File: config.mk
export PLATFORM = sky130hd
export DESIGN_NAME = mem_port_arbiter_flat
export DESIGN_NICKNAME = d
export VERILOG_FILES = /design/src/rtl/mem_port_arbiter_pkg.sv /design/src/rtl/mem_port_arbiter_if.sv /design/src/rtl/mem_arb_timer.sv /design/src/rtl/mem_port_arbiter.sv /design/src/flat_wrapper.sv
export SDC_FILE = /design/constraint.sdc
export NUM_CORES = 1
export LEC_CHECK = 0
export CAP_MARGIN = 10
export CORE_UTILIZATION = 29
export CTS_BUF_LIST = sky130_fd_sc_hd__clkbuf_8
export DETAILED_ROUTE_END_ITERATION = 12
export GPL_TIMING_DRIVEN = 0
export PLACE_DENSITY = 0.63
export SYNTH_ARGS = -nofsm -noshare
export SYNTH_HDL_FRONTEND = slang
export SYNTH_SLANG_ARGS = --single-unit
File: constraint.sdc
create_clock -name clk -period 2.45 [get_ports clk]
set_input_delay 0.3675 -clock clk [delete_from_list [all_inputs] [get_ports clk]]
set_output_delay 0.3675 -clock clk [all_outputs]
set_load 0.1 [all_outputs]
File: src/rtl/mem_port_arbiter_pkg.sv
// ============================================================================
// Module : mem_port_arbiter_pkg
// Brief  : Shared state encodings, widths and grant helper for the arbiter.
// Rev    : 1.0 - initial release
// ============================================================================
`default_nettype none

package mem_port_arbiter_pkg;

  localparam int   WIDTH = 16;
  localparam logic TRUE  = 1'b1;
  localparam logic FALSE = 1'b0;

  typedef enum logic [1:0] {
    ARB_IDLE = 2'd0,
    ARB_IF   = 2'd1,
    ARB_D    = 2'd2
  } arb_state_e;

  // IF takes the port when it is alone or when D has starved it long enough.
  function automatic logic if_wins(input logic if_req, input logic d_req,
                                   input logic starve_full);
    return if_req & (~d_req | starve_full);
  endfunction

endpackage

`default_nettype wire

File: src/rtl/mem_port_arbiter_if.sv
// ============================================================================
// Module : mem_port_arbiter_if
// Brief  : Requester (IF / D) handshakes and the shared memory-port bus.
// Rev    : 1.0 - initial release
// ============================================================================
`default_nettype none

interface mem_port_arbiter_if
  import mem_port_arbiter_pkg::*;
#(
  parameter int AW = WIDTH,
  parameter int DW = WIDTH
);

  logic          if_req;
  logic [AW-1:0] if_addr;
  logic          if_valid;
  logic [DW-1:0] if_rdata;
  logic          if_err;

  logic          d_req;
  logic          d_rw;
  logic [AW-1:0] d_addr;
  logic [DW-1:0] d_wdata;
  logic          d_valid;
  logic [DW-1:0] d_rdata;
  logic          d_err;
  logic          stall;

  logic          mem_cs;
  logic          mem_rw;
  logic [AW-1:0] mem_addr;
  logic [DW-1:0] mem_wdata;
  logic [DW-1:0] mem_rdata;
  logic          mem_ready;

  modport slave (
    input  if_req, if_addr, d_req, d_rw, d_addr, d_wdata, mem_rdata, mem_ready,
    output if_valid, if_rdata, if_err, d_valid, d_rdata, d_err, stall,
           mem_cs, mem_rw, mem_addr, mem_wdata
  );

  modport master (
    output if_req, if_addr, d_req, d_rw, d_addr, d_wdata, mem_rdata, mem_ready,
    input  if_valid, if_rdata, if_err, d_valid, d_rdata, d_err, stall,
           mem_cs, mem_rw, mem_addr, mem_wdata
  );

endinterface

`default_nettype wire

File: src/rtl/mem_arb_timer.sv
// ============================================================================
// Module : mem_arb_timer
// Brief  : Busy-cycle counter; expire fires on the enabled edge reaching TIMEOUT.
// Rev    : 1.0 - initial release
// ============================================================================
`default_nettype none

module mem_arb_timer #(
  parameter int TIMEOUT = 15
) (
  input  wire logic clk,
  input  wire logic res,
  input  wire logic clear,
  input  wire logic enable,
  output logic      expire
);

  localparam int CW = $clog2(TIMEOUT + 1);

  logic [CW-1:0] cnt_q, cnt_d;

  always_comb begin
    cnt_d = cnt_q;
    if (clear) begin
      cnt_d = '0;
    end else if (enable) begin
      cnt_d = cnt_q + CW'(1);
    end
  end

  always_ff @(posedge clk) begin
    if (res) begin
      cnt_q <= '0;
    end else begin
      cnt_q <= cnt_d;
    end
  end

  // cnt_q counts edges already spent, so the TIMEOUT-th edge sees TIMEOUT-1.
  assign expire = enable & (cnt_q == CW'(TIMEOUT - 1));

endmodule

`default_nettype wire

File: src/rtl/mem_port_arbiter.sv
// ============================================================================
// Module : mem_port_arbiter
// Brief  : Shares one memory port between IF and D with IF starvation guard
//          and a response timeout.
// Rev    : 1.0 - initial release
// ============================================================================
`default_nettype none

module mem_port_arbiter
  import mem_port_arbiter_pkg::*;
#(
  parameter int AW           = WIDTH,
  parameter int DW           = WIDTH,
  parameter int STARVE_LIMIT = 3,
  parameter int TIMEOUT      = 15
) (
  input  wire logic          clk,
  input  wire logic          res,
  mem_port_arbiter_if.slave  bus
);

  localparam int            SW         = $clog2(STARVE_LIMIT + 1);
  localparam logic [SW-1:0] STARVE_MAX = SW'(STARVE_LIMIT);

  arb_state_e    state_q, state_d;
  logic [SW-1:0] starve_q, starve_d;
  logic          mem_cs_q, mem_cs_d;
  logic          mem_rw_q, mem_rw_d;
  logic [AW-1:0] mem_addr_q, mem_addr_d;
  logic [DW-1:0] mem_wdata_q, mem_wdata_d;
  logic          if_valid_q, if_valid_d;
  logic [DW-1:0] if_rdata_q, if_rdata_d;
  logic          if_err_q, if_err_d;
  logic          d_valid_q, d_valid_d;
  logic [DW-1:0] d_rdata_q, d_rdata_d;
  logic          d_err_q, d_err_d;

  logic          idle, busy, grant_if, grant_d, mem_done, tmr_expire;
  logic [DW-1:0] rsp_data;
  logic          rsp_err;

  assign idle     = (state_q == ARB_IDLE);
  assign busy     = ~idle;
  assign grant_if = idle & if_wins(bus.if_req, bus.d_req, starve_q == STARVE_MAX);
  assign grant_d  = idle & bus.d_req & ~grant_if;
  assign mem_done = busy & (bus.mem_ready | tmr_expire);

  mem_arb_timer #(
    .TIMEOUT (TIMEOUT)
  ) u_timer (
    .clk    (clk),
    .res    (res),
    .clear  (idle),
    .enable (busy & ~bus.mem_ready),
    .expire (tmr_expire)
  );

  always_ff @(posedge clk) begin
    if (res) begin
      state_q     <= ARB_IDLE;
      starve_q    <= '0;
      mem_cs_q    <= 1'b0;
      mem_rw_q    <= 1'b0;
      mem_addr_q  <= '0;
      mem_wdata_q <= '0;
      if_valid_q  <= 1'b0;
      if_rdata_q  <= '0;
      if_err_q    <= 1'b0;
      d_valid_q   <= 1'b0;
      d_rdata_q   <= '0;
      d_err_q     <= 1'b0;
    end else begin
      state_q     <= state_d;
      starve_q    <= starve_d;
      mem_cs_q    <= mem_cs_d;
      mem_rw_q    <= mem_rw_d;
      mem_addr_q  <= mem_addr_d;
      mem_wdata_q <= mem_wdata_d;
      if_valid_q  <= if_valid_d;
      if_rdata_q  <= if_rdata_d;
      if_err_q    <= if_err_d;
      d_valid_q   <= d_valid_d;
      d_rdata_q   <= d_rdata_d;
      d_err_q     <= d_err_d;
    end
  end

  always_comb begin
    state_d = state_q;
    case (state_q)
      ARB_IDLE: begin
        if (grant_if) begin
          state_d = ARB_IF;
        end else if (grant_d) begin
          state_d = ARB_D;
        end
      end
      ARB_IF, ARB_D: begin
        if (mem_done) begin
          state_d = ARB_IDLE;
        end
      end
      default: state_d = ARB_IDLE;
    endcase
  end

  always_comb begin
    starve_d    = starve_q;
    mem_cs_d    = mem_cs_q;
    mem_rw_d    = mem_rw_q;
    mem_addr_d  = mem_addr_q;
    mem_wdata_d = mem_wdata_q;
    if_valid_d  = 1'b0;
    if_rdata_d  = if_rdata_q;
    if_err_d    = 1'b0;
    d_valid_d   = 1'b0;
    d_rdata_d   = d_rdata_q;
    d_err_d     = 1'b0;
    // A timed-out access returns zero data; a write never returns data.
    rsp_data    = (bus.mem_ready & mem_rw_q) ? bus.mem_rdata : '0;
    rsp_err     = ~bus.mem_ready;

    if (grant_if) begin
      mem_cs_d    = 1'b1;
      mem_rw_d    = 1'b1;
      mem_addr_d  = bus.if_addr;
      mem_wdata_d = '0;
      starve_d    = '0;
    end else if (grant_d) begin
      mem_cs_d    = 1'b1;
      mem_rw_d    = bus.d_rw;
      mem_addr_d  = bus.d_addr;
      mem_wdata_d = bus.d_wdata;
      if (!bus.if_req) begin
        starve_d = '0;
      end else if (starve_q != STARVE_MAX) begin
        starve_d = starve_q + SW'(1);
      end
    end

    if (mem_done) begin
      mem_cs_d = 1'b0;
      if (state_q == ARB_IF) begin
        if_valid_d = 1'b1;
        if_rdata_d = rsp_data;
        if_err_d   = rsp_err;
      end else begin
        d_valid_d  = 1'b1;
        d_rdata_d  = rsp_data;
        d_err_d    = rsp_err;
      end
    end
  end

  assign bus.mem_cs    = mem_cs_q;
  assign bus.mem_rw    = mem_rw_q;
  assign bus.mem_addr  = mem_addr_q;
  assign bus.mem_wdata = mem_wdata_q;
  assign bus.if_valid  = if_valid_q;
  assign bus.if_rdata  = if_rdata_q;
  assign bus.if_err    = if_err_q;
  assign bus.d_valid   = d_valid_q;
  assign bus.d_rdata   = d_rdata_q;
  assign bus.d_err     = d_err_q;
  assign bus.stall     = bus.d_req & ~d_valid_q;

endmodule

`default_nettype wire

File: src/flat_wrapper.sv
// flat-port wrapper written by rule: the top's interface ports become plain ports
module mem_port_arbiter_flat import mem_port_arbiter_pkg::*;
#(
  parameter int AW           = WIDTH,
  parameter int DW           = WIDTH,
  parameter int STARVE_LIMIT = 3,
  parameter int TIMEOUT      = 15
)
  (clk, res, bus_if_req, bus_if_addr, bus_d_req, bus_d_rw, bus_d_addr, bus_d_wdata, bus_mem_rdata, bus_mem_ready, bus_if_valid, bus_if_rdata, bus_if_err, bus_d_valid, bus_d_rdata, bus_d_err, bus_stall, bus_mem_cs, bus_mem_rw, bus_mem_addr, bus_mem_wdata);
  mem_port_arbiter_if #(.AW(AW), .DW(DW)) bus_i ();
  input  wire logic clk;
  input  wire logic res;
  input wire logic [$bits(bus_i.if_req)-1:0] bus_if_req;
  input wire logic [$bits(bus_i.if_addr)-1:0] bus_if_addr;
  input wire logic [$bits(bus_i.d_req)-1:0] bus_d_req;
  input wire logic [$bits(bus_i.d_rw)-1:0] bus_d_rw;
  input wire logic [$bits(bus_i.d_addr)-1:0] bus_d_addr;
  input wire logic [$bits(bus_i.d_wdata)-1:0] bus_d_wdata;
  input wire logic [$bits(bus_i.mem_rdata)-1:0] bus_mem_rdata;
  input wire logic [$bits(bus_i.mem_ready)-1:0] bus_mem_ready;
  output wire logic [$bits(bus_i.if_valid)-1:0] bus_if_valid;
  output wire logic [$bits(bus_i.if_rdata)-1:0] bus_if_rdata;
  output wire logic [$bits(bus_i.if_err)-1:0] bus_if_err;
  output wire logic [$bits(bus_i.d_valid)-1:0] bus_d_valid;
  output wire logic [$bits(bus_i.d_rdata)-1:0] bus_d_rdata;
  output wire logic [$bits(bus_i.d_err)-1:0] bus_d_err;
  output wire logic [$bits(bus_i.stall)-1:0] bus_stall;
  output wire logic [$bits(bus_i.mem_cs)-1:0] bus_mem_cs;
  output wire logic [$bits(bus_i.mem_rw)-1:0] bus_mem_rw;
  output wire logic [$bits(bus_i.mem_addr)-1:0] bus_mem_addr;
  output wire logic [$bits(bus_i.mem_wdata)-1:0] bus_mem_wdata;
  assign bus_i.if_req = bus_if_req;
  assign bus_i.if_addr = bus_if_addr;
  assign bus_i.d_req = bus_d_req;
  assign bus_i.d_rw = bus_d_rw;
  assign bus_i.d_addr = bus_d_addr;
  assign bus_i.d_wdata = bus_d_wdata;
  assign bus_i.mem_rdata = bus_mem_rdata;
  assign bus_i.mem_ready = bus_mem_ready;
  assign bus_if_valid = bus_i.if_valid;
  assign bus_if_rdata = bus_i.if_rdata;
  assign bus_if_err = bus_i.if_err;
  assign bus_d_valid = bus_i.d_valid;
  assign bus_d_rdata = bus_i.d_rdata;
  assign bus_d_err = bus_i.d_err;
  assign bus_stall = bus_i.stall;
  assign bus_mem_cs = bus_i.mem_cs;
  assign bus_mem_rw = bus_i.mem_rw;
  assign bus_mem_addr = bus_i.mem_addr;
  assign bus_mem_wdata = bus_i.mem_wdata;
  mem_port_arbiter #(.AW(AW), .DW(DW), .STARVE_LIMIT(STARVE_LIMIT), .TIMEOUT(TIMEOUT)) u_core (.clk(clk), .res(res), .bus(bus_i));
endmodule
==> After elaboration in Yosys (flattened, before gate mapping) <==
Cells that the tools add are included.
{ "op_classes": {"bitwise_logic": 18, "n_eq_ne": 8, "n_addsub": 2, "reduce_logical": 13, "mux": 15} }
{ "ops": {"columns": ["operator", "n"], "rows": [
  ["$mux 16", 3],
  ["$mux 2", 5],
  ["$reduce_or 2->1", 5],
  ["$and 1x1->1", 9],
  ["$reduce_and 2->1", 4],
  ["$not 1->1", 7],
  ["$mux 1", 6],
  ["$reduce_or 3->1", 2],
  ["$add 4x1->4 const B", 1],
  ["$eq 2x2->1 const B", 2],
  ["$eq 4x4->1 const B", 1],
  ["$ne 2x1->1 const B", 2],
  ["$pmux 2 s2", 1],
  ["$ne 3x3->1 const B", 1],
  ["$add 2x1->2 const B", 1],
  ["$eq 2x1->1 const B", 1],
  ["$logic_not 2->1", 1],
  ["$ne 2x2->1 const B", 1],
  ["$or 1x1->1", 2],
  ["$reduce_bool 2->1", 1]
]} }
{ "word_totals": {"in_bits": 70, "output_inout_bits": 71, "regBits": 78} }

==> Depth between registers and ports, before layout <==
Gate-level depths: netlist of run 1.
{ "depth": {"word_depth": 9, "depth_mapped": 7, "depth_no_buf": 5} }

==> Modules after synthesis <==
From an unflattened synthesis of run 1, not the netlist that was laid out.
{ "unflattened": {"hier_cells": 358, "area_unflattened_um2": 3350.7} }
{ "modules_own_cells": {"columns": ["mod", "n_inst", "seq_area_each_um2", "cells_per_inst", "area_each_um2"], "rows": [
  ["mem_port_arbiter", 1, 1481.4, 339, 3150.5],
  ["mem_arb_timer", 1, 80.1, 19, 200.2]
]} }

==> Worst setup path before layout of run 1 <==
No wires, ideal clock.
{ "synth_timing": {"path_kind": "register to output", "from": "register u_core.d_valid_q, in the netlist u_core.bus.d_valid", "to": "output bus_stall", "path_buffers": 0, "stages_incl_launch_ff": 2, "arrival_time_ns": 2.043, "slack_ns": 0.039, "required_ns": 2.082, "path_cell_list": "dfxtp_1 -> nor2_1"} }
{ "synth_via": {"elab_chain_cells": 2} }
{ "synth_lines": {"columns": ["element", "line_no", "text"], "rows": [
  ["from (decl)", "mem_port_arbiter.sv:34", "logic d_valid_q, d_valid_d;"],
  ["from (signal assigned)", "mem_port_arbiter.sv:82", "d_valid_q <= d_valid_d;"],
  ["$not 1->1", "mem_port_arbiter.sv:165", "assign bus.stall = bus.d_req & ~d_valid_q;"],
  ["$and 1x1->1", "mem_port_arbiter.sv:165", null],
  ["to (decl)", "flat_wrapper.sv:27", "output wire logic [$bits(bus_i.stall)-1:0] bus_stall;"]
]} }
No other way between the ends.

==> Worst setup path after layout of run 1 <==
{ "layout_timing": {"from": "input bus_d_req", "to": "output bus_stall"} }
{ "layout_via": {"elab_chain_cells": 1} }
{ "layout_lines": {"columns": ["element", "line_no", "text"], "rows": [
  ["from (decl)", "flat_wrapper.sv:15", "input wire logic [$bits(bus_i.d_req)-1:0] bus_d_req;"],
  ["$and 1x1->1", "mem_port_arbiter.sv:165", null]
]} }
No other way between the ends.

==> results by stage, run 1 <==
Logic synthesis:
- Summed over all instances, the cell type with the most area after synthesis is dfxtp_1.
- Counting flops and latches in the post-synthesis netlist gives 78.
- The share of the synthesized area in the top cell type is 48.4%.
- Among all cell types in the netlist, the one instantiated most often is dfxtp_1.
- In this run, synthesis inferred 0 flip-flops with an integrated enable.
- Averaged over all synthesized cells, the footprint is 10.3 um2.
- Yosys printed 0 warnings.
- The proportion of synthesized chip area in sequential cells is 48.4%.
- For this run, asynchronously set or reset flops after synthesis account for 0%.
- The top flip-flop cell by instance count after synthesis is dfxtp_1.
- After technology mapping, the gate count stands at 314.
- The number of distinct standard cells referenced by the synthesized netlist is 42.
- Ranked by instance count, the synthesized netlist is headed by dfxtp_1, nand2_1, a22o_1.
- Yosys attributes the largest share of cell area to dfxtp_1, a22o_1, and4b_1, a311oi_2, nand2_1.
- The synthesized area is 3230 um2.
- When the netlist entered floorplanning its net count stood at 389.

Setup path:
- The number of buffers and inverters on the critical path is 3.
- The worst-case reg-to-reg path depth is 7.
- The worst-path cell with the longest stage delay is dlygate4sd2_1.
- STA puts the critical path data arrival time at 1990 ps.
- The stage delay of the slowest cell on the critical path is 850 ps.
- The type of element capturing the critical path is an output port.
- The class of the most critical setup path is input port to output port.
- The endpoint of the worst-slack reg-to-reg timing path is u_core.bus.mem_addr[12].
- The startpoint of the worst-slack reg-to-reg timing path is u_core.state_q[0].
- The required time reported for the critical path endpoint is 2080 ps.
- The setup check on the worst reg-to-reg path leaves a slack of 580 ps.
- Walking the worst path, the cells encountered are clkdlybuf4s50_1 > inv_1 > nor2_1 > dlygate4sd2_1.
- The worst setup path is launched from an input port.
- The gate family responsible for the most delay along the worst path is buffers and inverters.
- The maximum fanout count along the critical path is 5.

Floorplan:
- The full die area is 11500 um2.
- The row count is 38.
- The number of placed I/O pins is 141.
- In this run the vertical extent of the chip is 107 um.
- The initial cell density of the core is 29.8%.
- The floorplan step defined a core boundary enclosing 10800 um2.
- The die is 107 um wide.

Routing:
- The overall routed net length is 9.51 mm.
- The count of nets left with antenna violations once routing finished came out at 0.
- The number of optimization iterations in the first detailed-route pass is 4.
- For this block, the initial DRC count from the detailed router was 98.
- The via total after detailed routing is 3006.
- Dividing the detail-routed via count by the number of cells gives 4.94.
- For this run, design rule violations remaining after detail routing come to 0.
- After detailed routing, the average wire length per cell comes to 15.6 um.

Run status:
- The run finished with clean final reports.

STA:
- Across the routed clock network, the largest skew measured is 12.1 ps.
- The normalized max-slew margin is 32.4%.
- The final cycle utilization of the critical path is 96.1%.
- The number of failing hold endpoints at the final stage was 0.
- The transition time of the tightest slew-check pin is 1010 ps.
- The worst hold slack after final layout is 237 ps.
- In the final timing run, aggregate negative setup slack is 0 ps.
- Setup repair after global routing left no endpoint under its margin.
- The clock period minus worst slack is 2360 ps.
- Setup violations remaining at the end of the flow were counted as 0.
- The max-slew violation total from the final report is 0.
- The highest achievable clock rate is 0.425 GHz.

CTS:
- In this run, CTS created clock tree buffers numbering 9.
- The clock net sink count is 78.
- The number of setup buffers added after CTS is 0.
- After clock tree synthesis, the clock-pin slew on the worst setup and hold paths is 90 ps.
- The root buffer selected by CTS is clkbuf_8.
- TritonCTS built the clock tree.
- The post-cts hold buffer count is 0.
- CTS built an H-tree with a depth of 3.
- In this run the deepest clock path goes through 2 buffers.
- The clock insertion delay at the later pin of the skew report is 350 ps.
- Gates resized during post-CTS repair numbered 1.

Power and ir drop:
- The share of total power dissipated in the clock network is 28.0%.
- The maximum vdd ir drop is 0.278 mV.
- The fraction of power consumed by combinational cells is 33.4%.
- The sequential group share of total power is 38.6%.
- The cell-internal power is 2210 uW.
- The power density of the placed cells is 721 nW/um2.
- Summed over all cells, the static leakage comes to 0.00187 uW.
- The switching part of the total power is 38.5%.
- The net load switching power is 1390 uW.

Finish:
- For this run, the number of standard cells in the final layout without fillers is 609.
- The area overhead of the layout relative to synthesis is 55.0%.
- The layout cell share with drive strength beyond 1 is 12.8%.
- 0 antenna diodes ended up in the layout.
- The final layout net count is 539.
- The final core area utilization is 46.1%.
- The filler cells instantiated in the layout total 1075.
- The multi-input logic area is 1470 um2.
- The sequential cells in the finished layout cover a total of 1560 um2.

Worst hold path:
- The worst hold path stage count is 2.
- The launch instance of the worst min-delay path is bus_mem_ready.
- The worst hold endpoint is u_core.bus.d_err.
- The worst hold path belongs to the class input port to flop.

Global routing:
- The first global-routing pass estimated 15.1 mm of wire.
- Entering global routing, the biggest net connects 15 pins.
- The number of antenna violations at the first check in global routing was 0.
- The number of global-route vias before repair is 3068.
- The global-route usage over all layers is 16.7%.
- Summed over all layers, the global routing overflow is 0.

Place:
- The number of I/O port buffers is 139.
- The estimated wirelength of the detail-placed design is 6.95 mm.
- The number of placed instances, taps included is 593.
- The routability congestion estimate is 0.774.

Flow run:
- The max-capacitance violation count is 0.
[power by group through the flow]
stage	Sequential [uW]	Clock, uW	Combinational [uW]
detailed placement	1420	0	1210
finish	1390	1010	1200
global placement	1420	0	1200
CTS	1390	1030	1210
floorplan	1930	0	339
global route	1400	1090	1260
[per-stage QoR]
| step | total power [uW] | instance area [um2] | setup WS [ps] |
|---|---|---|---|
| detailed placement | 2620 | 4790 | -231 |
| CTS | 3630 | 5000 | 55.3 |
| global placement | 2620 | 4790 | -241 |
| finish | 3600 | 5000 | 94.7 |
| global route | 3750 | 5000 | 19.9 |
| floorplan | 2270 | 3230 | 39.4 |
[layer usage]
layer | track usage [%] | part of all wire (%) | up-vias
met4 | 7.14 | 1.6 | 0
met1 | 20.4 | 46 | 1405
li1 | - | - | 1477
met5 | 0 | 0 | -
met2 | 27.9 | 46 | 111
met3 | 4.12 | 6.9 | 13
[state kept, by name, indices dropped and copies added, names as in the netlist, 2 cells and up]
| signal | cells |
|---|---|
| u_core.bus.d_rdata | 16 |
| u_core.bus.if_rdata | 16 |
| u_core.bus.mem_addr | 16 |
| u_core.bus.mem_wdata | 16 |
| u_core.starve_q | 2 |
| u_core.state_q | 2 |
| u_core.u_timer.cnt_q | 4 |
[placed cells by master, fill, tap and decap left out, drive strengths merged]
master / count
xnor2: 1
nand4b: 4
clkinv: 1
nand2b: 2
nor2: 2
nor2b: 1
buf: 22
or3: 1
clkbuf: 16
nand3: 17
nor4: 4
inv: 8
dfxtp: 78
dlygate4sd2: 1
a31oi: 4
and3: 1
clkdlybuf4s50: 138
a31o: 2
o221a: 1
xor2: 2
or2: 1
and4b: 16
ha: 5
bufinv: 1
nand4: 2
o21ai: 18
nand2: 36
a211oi: 1
clkinvlp: 3
nor3: 8
a21oi: 22
a22o: 32
and2: 2
a311oi: 16
[worst max path at each step]
stage / start / end / slack (ps) / depth (start not counted)
after global routing: bus_d_req / bus_stall / 20 / 4
after CTS: bus_d_req / bus_stall / 60 / 4
after floorplan: u_core.bus.d_valid / bus_stall / 40 / 1
after global placement: bus_d_req / bus_stall / -240 / 4
final: bus_d_req / bus_stall / 90 / 4
after detailed placement: bus_d_req / bus_stall / -230 / 4
[cells by family (layout without fill, tap and decap cells)]
kind of cell | count (synthesis) | in the layout | share of synthesized area (%)
xor+xnor | 3 | 3 | 0.815
buf+inv | 35 | 190 | 6.13
fa+ha+maj | 5 | 5 | 1.94
simple gates | 97 | 97 | 18.7
flops | 78 | 78 | 48.4
compound gates | 96 | 96 | 24.0
[cell type report]
class | count | area share (%)
inverters | 7 | 0.526
plain buffers | 28 | 3.43
repair buffers | 139 | 27.8
clock inverters | 6 | 1.40
well taps | 140 | 3.50
flip-flops and latches | 78 | 31.2
multi-input cells | 201 | 29.3
clock buffers | 10 | 2.75
Power figures use the tool's default switching activity.
==> run 2, diff against run 1 <==
Settings changed: MAX_ROUTING_LAYER set to met4.
==> run 2 against run 1 <==
Non-clock buffer count unchanged. Worst setup slack improved by 2.7 ps. Largest cell class unchanged. Final area unchanged. Clock power about the same. Via count decreased by 0.70%. Maximum frequency increased by 0.11%. Combinational power about the same. Die area unchanged. Wire length decreased by 0.26%. Sequential share of layout area unchanged. First-iteration DRC count increased by 8.2%.
==> results by stage, run 2 (synthesis gave the netlist of run 1 again) <==
CTS:
- The clock transition at the registers of the reported paths is 90 ps.
- The clock net sink count is 78.
- The later pin in the worst-skew pair is clocked with a latency of 350 ps.
- The H-tree was split into 3 levels.
- The maximum count of clock buffers along a single path is 2.
- TritonCTS built the clock tree.
- The cell sitting at the root of the clock tree is a clkbuf_8.
- The total clock buffers created by CTS is 9.

Floorplan:
- For this configuration, the core starts out at a cell density of 29.8%.
- Measured along the y axis, the die boundary spans 107 um.
- The number of placed I/O pins is 141.
- The die extent in x is 107 um.
- The placeable core region is 10800 um2.
- The floorplan step defined a die boundary enclosing 11500 um2.
- The row count is 38.

Global routing:
- The aggregate global routing overflow is 0.
- Entering global routing, the biggest net connects 15 pins.
- The number of antenna violations at the first check in global routing was 0.
- The first global-routing pass estimated 15.0 mm of wire.
- The global-route usage over all layers is 17.2%.
- The number of global-route vias before repair is 3081.

Flow run:
- The max-capacitance violation count is 0.

Setup path:
- The kind of cell with the highest combined delay along the critical path is buffers and inverters.
- The type of element capturing the critical path is an output port.
- The worst-case reg-to-reg path depth is 7.
- Among all stages on the critical path, the largest delay is contributed by dlygate4sd2_1.
- The number of buffers and inverters on the critical path is 3.
- The worst setup path is of the input port to output port kind.
- Data on the critical path is required at its endpoint by 2080 ps.
- The startpoint type of the worst setup path is an input port.
- The worst setup path endpoint is bus_stall.
- The register-to-register path setup slack is 580 ps.
- The maximum fanout count along the critical path is 5.
- The path length in cells of the critical path is 4.
- For this run, the slowest stage of the critical path takes 850 ps.
- The endpoint of the worst-slack reg-to-reg timing path is u_core.bus.mem_addr[12].
- The worst setup path startpoint is bus_d_req.
- The arrival time at the worst endpoint is 1990 ps.
- The critical path goes through clkdlybuf4s50_1 > inv_1 > nor2_1 > dlygate4sd2_1.
- The startpoint of the worst-slack reg-to-reg timing path is u_core.state_q[0].

Routing:
- After detailed routing, the average wire length per cell comes to 15.6 um.
- Before antenna repair, the detailed router went through 4 iterations.
- The count of nets left with antenna violations once routing finished came out at 0.
- For this run, design rule violations remaining after detail routing come to 0.
- The overall routed net length is 9.48 mm.
- The via density per instance is 4.90.
- The starting DRC count in detailed routing is 106.
- The detailed router placed 2985 vias in this run.

Finish:
- The area overhead of the layout relative to synthesis is 55.0%.
- Leaving out fill and tap cells, the most frequent cells in the layout are clkdlybuf4s50_1, dfxtp_1, nand2_1, a22o_1, a21oi_1.
- At the end of the flow, the number of nets in the layout was 539.
- After the flow finishes, the layout carries non-filler instances totaling 609.
- The number of antenna diodes in the final layout is 0.
- The layout cell share with drive strength beyond 1 is 12.8%.
- Leaving out fill and tap cells, the most frequent cell in the layout is clkdlybuf4s50_1.

Place:
- After detailed placement, the design holds a cell count of 593.
- The congestion estimate from routability-driven global placement came to 0.785.
- The number of I/O port buffers is 139.
- The estimated wirelength of the detail-placed design is 6.95 mm.

STA:
- Adding up every negative setup slack in the final design gives 0 ps.
- Subtracting the final worst setup slack from the clock period gives 2350 ps.
- The clock skew after layout is 11.2 ps.
- The final cycle utilization of the critical path is 96.0%.
- The normalized max-slew margin is 32.7%.
- The transition time of the tightest slew-check pin is 1010 ps.
- The max-slew violation total from the final report was 0.
- Setup repair after global routing left no endpoint under its margin.
- Setup violations remaining at the end of the flow were counted as 0.
- The highest achievable clock rate is 0.425 GHz.
- Across all hold checks on the routed design, the worst slack comes to 239 ps.
- The number of failing hold endpoints at the final stage is 0.

Power and ir drop:
- Across the VDD grid, the largest voltage drop is 0.278 mV.
- The overall power is 3600 uW.
- Summed over all cells, the static leakage comes to 0.00187 uW.
- In this run the power density over the cells is 720 nW/um2.

Run status:
- The flow ran to the end, and the final reports show no timing, DRC or antenna violations.

Worst hold path:
- The worst hold path belongs to the class input port to flop.
run 2: cell counts in the layout (fill, tap and decap cells not counted):
Identical to the previous run, type by type.
run 2: repair_timing:
| item | CTS | global route |
|---|---|---|
| hold buffers | 0 | 0 |
| buffers inserted | 0 | 0 |
| setup endpoints to repair | 1 | 0 |
| gates resized for setup | 1 | 0 |
run 2: worst register-to-register path, delay by kind of cell, from the launching register on:
family | cells | cell delay [ps]
buf+inv | 3 | 560
flops | 1 | 380
fa+ha+maj | 1 | 310
compound gates | 1 | 270
simple gates | 2 | 260
run 2: area by class of cell:
cell class	count	area (um2)
sequential	78	1560
clock inverter	6	70.1
fill	1075	5840
clock buffer	10	138
tap	140	175
timing repair buffer	139	1390
buffer	28	171
inverter	7	26.3
multi-input combinational	201	1470
run 2: worst min-delay path by stage:
stage                     depth (start not counted)                    start  slack (ps)                       to
final                                             2            bus_mem_ready         240         u_core.bus.d_err
after global routing                              2            bus_mem_ready         220         u_core.bus.d_err
after CTS                                         2            bus_mem_ready         220         u_core.bus.d_err
after detailed placement                          1  u_core.bus.if_rdata[11]         460  u_core.bus.if_rdata[11]
after global placement                            2  u_core.bus.mem_wdata[3]         460  u_core.bus.mem_wdata[3]
after floorplan                                   2       u_core.starve_q[1]         460       u_core.starve_q[1]
run 2: power breakdown:
part,switching [uW],internal [uW],total [uW]
combinational,838,364,1200
clock,504,504,1010
sequential,43.9,1350,1390
total,1390,2210,3600
run 2: metal layers:
layer / global-route usage (%) / wire, um / vias to the layer above
li1: - / - / 1474
met1: 20.4 / 4320 / 1390
met2: 28.1 / 4370 / 106
met3: 3.81 / 622 / 15
met4: 7.14 / 170 / 0
met5: - / 0 / -
run 2: through the flow:
| stage | util, % | setup slack (ps) | area [um2] |
|---|---|---|---|
| finish | 46.1 | 97.4 | 5000 |
| global placement | 44.2 | -241 | 4790 |
| CTS | 46.1 | 55.3 | 5000 |
| floorplan | - | 39.4 | 3230 |
| global route | 46.1 | 19.9 | 5000 |
| detailed placement | 44.2 | -231 | 4790 |
==> run 3, diff against run 2 <==
Settings changed: CTS_CLUSTER_DIAMETER set to 100.
==> results of run 3 <==
Same layout as run 2: the final DEF is identical, and so are final timing and power.
